==> src/rtl/unsigned_mul_8x8_ha_array_accum.sv <==
// Final-addition pipeline for the approximate 8x8 multipliers: weights the four
// half-adder rows, sums them over two registered stages, saturates to 16 bits.
module unsigned_mul_8x8_ha_array_accum #(
  parameter int CNT_W = 16
) (
  input  logic             clk,
  input  logic             rst_n,
  input  logic             in_valid,
  output logic             in_ready,
  input  logic [6:0]       ha_array_0_b,
  input  logic [6:0]       ha_array_1_b,
  input  logic [6:0]       ha_array_2_b,
  input  logic [6:0]       ha_array_3_b,
  input  logic [8:0]       ha_array_0_t,
  input  logic [8:0]       ha_array_1_t,
  input  logic [8:0]       ha_array_2_t,
  input  logic [8:0]       ha_array_3_t,
  output logic             out_valid,
  input  logic             out_ready,
  output logic [15:0]      p,
  output logic             sat,
  output logic [CNT_W-1:0] res_cnt,
  output logic [CNT_W-1:0] sat_cnt,
  input  logic             clr_cnt
);

  localparam logic [CNT_W-1:0] CNT_ONE = {{(CNT_W-1){1'b0}}, 1'b1};

  // Carry bits sit two positions above the sum bits of the same row.
  function automatic logic [9:0] row_value(input logic [8:0] t, input logic [6:0] b);
    return {1'b0, t} + {1'b0, b, 2'b00};
  endfunction

  // Adjacent rows differ by a factor of 4 (two multiplier bits per row).
  function automatic logic [12:0] pair_sum(input logic [9:0] lo, input logic [9:0] hi);
    return {3'b000, lo} + {1'b0, hi, 2'b00};
  endfunction

  function automatic logic [16:0] final_sum(input logic [12:0] lo, input logic [12:0] hi);
    return {4'b0000, lo} + {hi, 4'b0000};
  endfunction

  // Returns {sat, p}; anything beyond 16 bits clips to all-ones.
  function automatic logic [16:0] saturate16(input logic [16:0] s);
    if (s[16]) return {1'b1, 16'hFFFF};
    else       return {1'b0, s[15:0]};
  endfunction

  logic             r_vld_p1;
  logic             r_vld_p2;
  logic [12:0]      r_s01_p1;
  logic [12:0]      r_s23_p1;
  logic [15:0]      r_p_p2;
  logic             r_sat_p2;
  logic [CNT_W-1:0] r_res_cnt;
  logic [CNT_W-1:0] r_sat_cnt;

  logic             w_ld_p2;
  logic             w_ld_p1;
  logic             w_in_xfer;
  logic             w_out_xfer;
  logic [9:0]       w_r0;
  logic [9:0]       w_r1;
  logic [9:0]       w_r2;
  logic [9:0]       w_r3;
  logic [16:0]      w_sum;
  logic [16:0]      w_sat_p;

  // A stage may load when empty or when its occupant moves on this cycle.
  assign w_ld_p2    = !r_vld_p2 || out_ready;
  assign w_ld_p1    = !r_vld_p1 || w_ld_p2;
  assign in_ready   = w_ld_p1;
  assign w_in_xfer  = in_valid && w_ld_p1;
  assign w_out_xfer = r_vld_p2 && out_ready;

  assign w_r0 = row_value(ha_array_0_t, ha_array_0_b);
  assign w_r1 = row_value(ha_array_1_t, ha_array_1_b);
  assign w_r2 = row_value(ha_array_2_t, ha_array_2_b);
  assign w_r3 = row_value(ha_array_3_t, ha_array_3_b);

  // ---- stage 1: row pairs ----
  always_ff @(posedge clk or negedge rst_n) begin
    if (!rst_n) begin
      r_vld_p1 <= 1'b0;
    end else if (w_ld_p1) begin
      r_vld_p1 <= in_valid;
    end
  end

  always_ff @(posedge clk) begin
    if (w_in_xfer) begin
      r_s01_p1 <= pair_sum(w_r0, w_r1);
      r_s23_p1 <= pair_sum(w_r2, w_r3);
    end
  end

  assign w_sum   = final_sum(r_s01_p1, r_s23_p1);
  assign w_sat_p = saturate16(w_sum);

  // ---- stage 2: final sum and saturation ----
  always_ff @(posedge clk or negedge rst_n) begin
    if (!rst_n) begin
      r_vld_p2 <= 1'b0;
      r_p_p2   <= 16'h0000;
      r_sat_p2 <= 1'b0;
    end else if (w_ld_p2) begin
      r_vld_p2 <= r_vld_p1;
      if (r_vld_p1) begin
        r_p_p2   <= w_sat_p[15:0];
        r_sat_p2 <= w_sat_p[16];
      end
    end
  end

  always_ff @(posedge clk or negedge rst_n) begin
    if (!rst_n) begin
      r_res_cnt <= '0;
      r_sat_cnt <= '0;
    end else if (clr_cnt) begin
      r_res_cnt <= '0;
      r_sat_cnt <= '0;
    end else if (w_out_xfer) begin
      r_res_cnt <= r_res_cnt + CNT_ONE;
      if (r_sat_p2) r_sat_cnt <= r_sat_cnt + CNT_ONE;
    end
  end

  assign out_valid = r_vld_p2;
  assign p         = r_p_p2;
  assign sat       = r_sat_p2;
  assign res_cnt   = r_res_cnt;
  assign sat_cnt   = r_sat_cnt;

endmodule

==> config.mk <==
export PLATFORM = sky130hd
export DESIGN_NAME = unsigned_mul_8x8_ha_array_accum
export DESIGN_NICKNAME = d
export VERILOG_FILES = /design/src/rtl/unsigned_mul_8x8_ha_array_accum.sv
export SDC_FILE = /design/constraint.sdc
export NUM_CORES = 1
export LEC_CHECK = 0
export CAP_MARGIN = 40
export CORE_MARGIN = 2
export CORE_UTILIZATION = 46
export CTS_CLUSTER_SIZE = 12
export DETAILED_ROUTE_END_ITERATION = 16
export PLACE_DENSITY = 0.78
export SLEW_MARGIN = 20
export SYNTH_ARGS = -nofsm -noshare
export SYNTH_HDL_FRONTEND = slang
export SYNTH_SLANG_ARGS = --single-unit
==> constraint.sdc <==
create_clock -name clk -period 2.15 [get_ports clk]
set_clock_uncertainty 0.1 [all_clocks]
set_input_delay 0.645 -clock clk [delete_from_list [all_inputs] [get_ports clk]]
set_output_delay 0.645 -clock clk [all_outputs]
set_load 0.05 [all_outputs]
==> flow_summary.toml, run 1 <==
[run_status]
status = "finished with violations"
violations = "setup timing"

[layout]
syn2layout_area_growth_pct = 54.5
finish.utilization_pct = 71.9
layout_common_cells = "buf_4 (126), nor2_1 (58), dfrtp_1 (51), clkdlybuf4s50_1 (31)"
diodes = 0
final_layout_size_suffix_gt1_share_pct = 37.3
instances_no_fill = 842
mostFrequentLayoutCell = "buf_4"
fin_nets = 824

[placement]
io_buffers = 119
place_ws_ps = -1730
dp_cells = 806
dp_hpwl_um = 9320
globalplace.congestion = 0.859

[critical_path]
critPathArrivalTime_ps = 3010
critPathKind = "input port to flop"
cp.required_ps = 2120
rrSetupSlack_ps = -270
r2r_end = "p[15]"
worstReg2RegStart = "r_s01_p1[4]"
cp_max_fo = 3
start_kind = "input port"
r2r.worst_path.cells = 10
end_kind = "flop"

[sta]
final_hold_viol_count = 0
tns_ps = -12760
slew_headroom_pct = 67.5
drv_slew = 0
fmax_mhz = 329
post-route-min-period_ps = 3040
final.setup.worst_slack_ps = -888
timing.final.crit_share_pct = 141
rsz0062_at_grt = "yes"
setup_viol = 34
holdWs_ps = 149
worst_slew_pin_slew_ps = 481

[die]
start_util_pct = 46.6
die_h_um = 108
io_pins = 120
core_mm2 = 0.0107
die_x_um = 108
dieArea_mm2 = 0.0117
rows = 38

[clock_tree]
cts_root_buffer = "clkbuf_8"
cts_hold_buf = 0
cts.clk_slew.worst_paths_ps = 80
clock_latency_ps = 340
cts.sink_count = 77
cts_tree = "yes"
clockBufferDepth = 2
numCtsBuffers = 9
htree_levels = 3

[yosys]
syn_area_mm2 = 0.00500
async_reset_ff_share_pct = 66.2
synth_edf_count = 26
ys_warn_count = 0
ys_ff_latch = 77
avgSynthCellArea_um2 = 10.4
syn_nets = 609
synthCells = 482
synth.distinct_cells = 52
seq_area_frac_synth_pct = 41.1
ys.flop_type = "dfrtp_1"

[pwr]
ir_drop_uv = 434
powerDensity_mw_per_mm2 = 903
p_leak_nw = 3.40

[grt]
grt_max_degree = 33
grt-ovfl-total = 0
grt_pass1_vias = 4629
grtUsageTotal_pct = 22.1
grt_pass1_wl_um = 20700
antenna_found_initial = 0

[routing]
vias_per_cell = 5.25
num_vias = 4422
drtPass1Iterations = 4
route.detailed.drc = 0
wl_um = 12600
postRouteAntennaNets = 0
wl_per_cell_um = 14.9
drtIter0Drc = 177

[worst_hold_path]
hold_class = "input port to async pin"

[flow_run]
maxCapViolations = 0
[stage by stage]
step                      total power, mW  cell area (um2)
after floorplan                      4.25             5230
after global placement               5.34             7030
after detailed placement             5.48             7030
after CTS                            6.85             7630
after global routing                 7.42             7730
final                                6.98             7730
[layer usage]
metal  track usage [%]  up-vias  share of wire (%)
met2              42.4      123                 54
met1              24.6     2146                 39
li1                  -     2132                  -
met3              4.28       21                5.2
met4              6.14        0                1.5
met5                 0        -                  0
[final cells by class]
| cell class | instances | area, um2 |
|---|---|---|
| multi-input combinational | 356 | 3350 |
| sequential | 77 | 2060 |
| fill | 794 | 3020 |
| clock inverter | 5 | 27.5 |
| tap | 140 | 175 |
| inverter | 41 | 154 |
| timing repair buffer | 212 | 1840 |
| clock buffer | 11 | 131 |
[cells by family (layout without fill, tap and decap cells)]
logic type               count (synthesis)  in the layout  synth area share [%]
AND/OR/NAND/NOR                        156            156                  15.3
AO/OA/AOI/OAI                           88             88                  12.9
flip-flops                              77             77                  41.1
adder cells (fa/ha/maj)                 58             58                  17.4
XOR/XNOR                                51             51                  8.93
buffers and inverters                   49            269                  3.83
multiplexers                             3              3                 0.600
[cells in the mapped netlist, types with 4 or more instances]
library cell / number / area (um2)
xor2_1: 21 / 184
clkbuf_1: 7 / 26.3
and3_1: 7 / 43.8
o21ai_0: 14 / 70.1
nand2_1: 24 / 90.1
a21o_1: 8 / 60.1
inv_1: 40 / 150
nand4_1: 8 / 50.1
o22a_1: 13 / 114
nand2b_1: 11 / 68.8
xnor2_1: 30 / 263
o41ai_1: 6 / 52.6
fa_1: 19 / 380
ha_1: 39 / 488
nand3_1: 14 / 70.1
nor2b_1: 4 / 25.0
nor3_1: 10 / 50.1
edfxtp_1: 26 / 781
nor2_1: 60 / 225
o21a_1: 7 / 52.6
a21oi_1: 14 / 70.1
dfrtp_1: 51 / 1280
[how the worst max path moves through the flow]
stage	startpoint	end	slack, ps
floorplan	ha_array_1_b[0]	r_s01_p1[11]	-1030
finish	ha_array_1_t[3]	r_s01_p1[10]	-890
detailed placement	ha_array_1_b[0]	r_s01_p1[11]	-1730
CTS	ha_array_1_t[2]	r_s01_p1[11]	-780
global route	ha_array_1_b[0]	r_s01_p1[10]	-940
global placement	ha_array_1_b[0]	r_s01_p1[11]	-1640
[sequential cells by signal, indices dropped and copies added (netlist names)]
register   count
r_s23_p1      13
r_vld_p1       1
out_valid      1
r_s01_p1      13
p             16
sat_cnt       16
res_cnt       16
sat            1
[where the power goes]
| group | internal (mW) | switching [mW] | total (mW) |
|---|---|---|---|
| Clock | 0.412 | 0.503 | 0.915 |
| Combinational | 2.00 | 2.07 | 4.07 |
| Sequential | 1.85 | 0.152 | 2.00 |
| Total | 4.26 | 2.73 | 6.98 |
[timing repair]
action | CTS | global route
hold endpoints to repair | 0 | 0
pin swaps | 68 | 25
endpoints found under the setup margin | 36 | 34
gates resized for setup | 145 | 23
setup buffers | 19 | 4
gates cloned | 1 | 0
[worst max-delay path, cell delays in order]
cell and delay, ps:
buf_6 100, ha_4 220, a21o_1 160, a21oi_2 200
xnor2_2 110, fa_1 580, ha_4 230, buf_4 140
nand2_2 70, o21ai_2 70, o41ai_4 360, xor2_1 120
No activity file was read; power rests on OpenSTA's default activity.
==> inputs of run 2 (changes only) <==
--- a/config.mk
+++ b/config.mk
@@ -5,12 +5,14 @@
 export SDC_FILE = /design/constraint.sdc
 export NUM_CORES = 1
 export LEC_CHECK = 0
+export ABC_CLOCK_PERIOD_IN_PS = 3500
 export CAP_MARGIN = 40
 export CORE_MARGIN = 2
-export CORE_UTILIZATION = 46
+export CORE_UTILIZATION = 55
+export CTS_CLUSTER_DIAMETER = 60
 export CTS_CLUSTER_SIZE = 12
 export DETAILED_ROUTE_END_ITERATION = 16
-export PLACE_DENSITY = 0.78
+export PLACE_DENSITY = 0.87
 export SLEW_MARGIN = 20
 export SYNTH_ARGS = -nofsm -noshare
 export SYNTH_HDL_FRONTEND = slang
==> constraint.sdc (replaced) <==
create_clock -name clk -period 3.5 [get_ports clk]
set_clock_uncertainty 0.1 [all_clocks]
set_input_delay 1.05 -clock clk [delete_from_list [all_inputs] [get_ports clk]]
set_output_delay 1.05 -clock clk [all_outputs]
set_load 0.05 [all_outputs]
==> run 2 against run 1 <==
Against the previous run: the flow still finishes with violations (setup timing); non-clock buffer count is 47 lower; final cell count is 9.4% lower; clock power is 13% lower; via count is 0.81% higher; final area is 4.6% lower; combinational power is 43% lower; utilization is 12 points higher; critical path depth is 1 higher; global-route usage is 4.4 points higher; first-iteration DRC count is 53% higher; setup slack better by 740 ps; sequential power is 39% lower; critical endpoint unchanged.
==> flow_summary.toml, run 2 (synthesis results as in run 1) <==
[die]
io_pins = 120
rows = 34
dieArea_mm2 = 0.00988
die_x_um = 99.4
die_h_um = 99.4
core_mm2 = 0.00876
start_util_pct = 57.1

[clock_tree]
clock_latency_ps = 350
cts.clk_slew.worst_paths_ps = 80
htree_levels = 3
numCtsBuffers = 9
cts.sink_count = 77
clockBufferDepth = 2
cts_root_buffer = "clkbuf_8"
cts_tree = "yes"

[critical_path]
critPathArrivalTime_ps = 3630
cp_max_fo = 3
cp.required_ps = 3470
slowest_delay_ps = 550
critPathKind = "input port to flop"
crit_path_top_delay_cell = "fa_1"
start_kind = "input port"
end_kind = "flop"
path_cells = "buf_6 > ha_4 > inv_4 > fa_2 > nor2b_4 > o31ai_4 > a21boi_2 > fa_1 > ha_4 > nor3_1 > nor2_1 > o41ai_4 > xor2_1"
crit_top_cell = "ha_4"

[layout]
final_layout_size_suffix_gt1_share_pct = 20.6
multi_input_area_mm2 = 0.00323
mostFrequentLayoutCell = "clkdlybuf4s50_1"
fin_nets = 777
syn2layout_area_growth_pct = 47.3
layout_common_cells = "clkdlybuf4s50_1 (97), nor2_1 (60), dfrtp_1 (51), buf_4 (45), inv_1 (35)"
diodes = 0
final_area_mm2 = 0.00737
fillers = 461
seq_area_mm2 = 0.00206

[routing]
route.detailed.drc = 0
wl_per_cell_um = 18.4
num_vias = 4458
drtIter0Drc = 271
drtPass1Iterations = 4
postRouteAntennaNets = 0
vias_per_cell = 5.84
wl_um = 14000

[pwr]
ir_drop_uv = 280
p_leak_nw = 3.12
powerDensity_mw_per_mm2 = 589

[sta]
final_hold_viol_count = 0
slew_headroom_pct = 59.9
fmax_mhz = 274
timing.final.crit_share_pct = 104
rsz0062_at_grt = "yes"
worst_slew_pin_slew_ps = 596
final.setup.worst_slack_ps = -152
drv_slew = 0
post-route-min-period_ps = 3650
setup_viol = 4

[placement]
post_dp_cell_area_mm2 = 0.00669
dp_hpwl_um = 8850
globalplace.congestion = 0.799
place_ws_ps = -836
io_buffers = 119

[grt]
grt-ovfl-total = 0
grt_pass1_vias = 4588
grtUsageTotal_pct = 26.5
grt_pass1_wl_um = 21100
antenna_found_initial = 0
grt_max_degree = 34

[run_status]
status = "finished with violations"
violations = "setup timing"

[worst_hold_path]
hold_class = "flop to flop"

[flow_run]
maxCapViolations = 0
-- run 2: changes by cell type in the layout (fill, tap and decap cells not counted), sizes merged --
| cell | change |
|---|---|
| buf | -97 |
| bufinv | +2 |
| clkbuf | -1 |
| clkdlybuf4s15 | -4 |
| clkdlybuf4s50 | +66 |
| clkinv | -2 |
| clkinvlp | -1 |
| dlygate4sd2 | -14 |
| dlymetal6s2s | +4 |
-- run 2: layer usage --
| metal | wire length [um] | track usage (%) |
|---|---|---|
| met3 | 842 | 3.09 |
| met2 | 7550 | 49.8 |
| met1 | 5200 | 30.4 |
| met5 | 0 | 0 |
| met4 | 427 | 10.7 |
-- run 2: worst paths after layout --
path                                 start  slack (ps)  depth (start not counted)            to
setup / recovery           ha_array_1_t[2]        -150                         13  r_s01_p1[10]
setup reg to reg               r_s23_p1[0]         890                          9         p[10]
hold / removal                 r_s01_p1[3]         370                          1          p[3]
min in group asynchronous            rst_n         530                          1          p[3]
max in group asynchronous            rst_n        2020                          2    sat_cnt[2]
hold reg to reg                r_s01_p1[3]         370                          1          p[3]
-- run 2: power by group --
| group | switching [mW] | internal (mW) |
|---|---|---|
| Combinational | 1.27 | 1.04 |
| Clock | 0.330 | 0.467 |
| Sequential | 0.0964 | 1.13 |
| Total | 1.70 | 2.64 |
-- run 2: per-stage QoR --
stage | cells | power, mW | hold WS [ps] | setup TNS, ps | utilization [%]
detailed placement | 737 | 3.16 | 350 | -9160 | 76.4
global placement | 737 | 3.07 | 339 | -7790 | 76.4
CTS | 761 | 4.13 | 369 | 0 | 82.5
finish | 763 | 4.34 | 375 | -362 | 84.1
floorplan | 482 | 2.54 | 336 | -422 | -
global route | 763 | 4.52 | 414 | -553 | 84.1
-- run 2: critical path, delay by kind of cell --
kind            cells  cell delay [ps]
buf+inv             2              110
simple gates        3              440
fa+ha+maj           4             1430
compound gates      3              390
xor+xnor            1              190
-- run 2: layout make-up --
class                           instances  share of cell area, %
Sequential cell                        77                   27.9
Inverter                               41                   2.12
Multi-Input combinational cell        356                   43.8
Timing Repair Buffer                  165                   21.0
Clock inverter                          4                   1.05
Clock buffer                           12                   2.26
Tap cell                              108                   1.83
-- run 2: repair_timing --
item                                    CTS  global route
endpoints found under the setup margin   12             8
hold buffers                              0             0
gates resized for setup                  72            40
buffers inserted                          8             3
pin swaps                                38            31
endpoints found under the hold margin     0             0
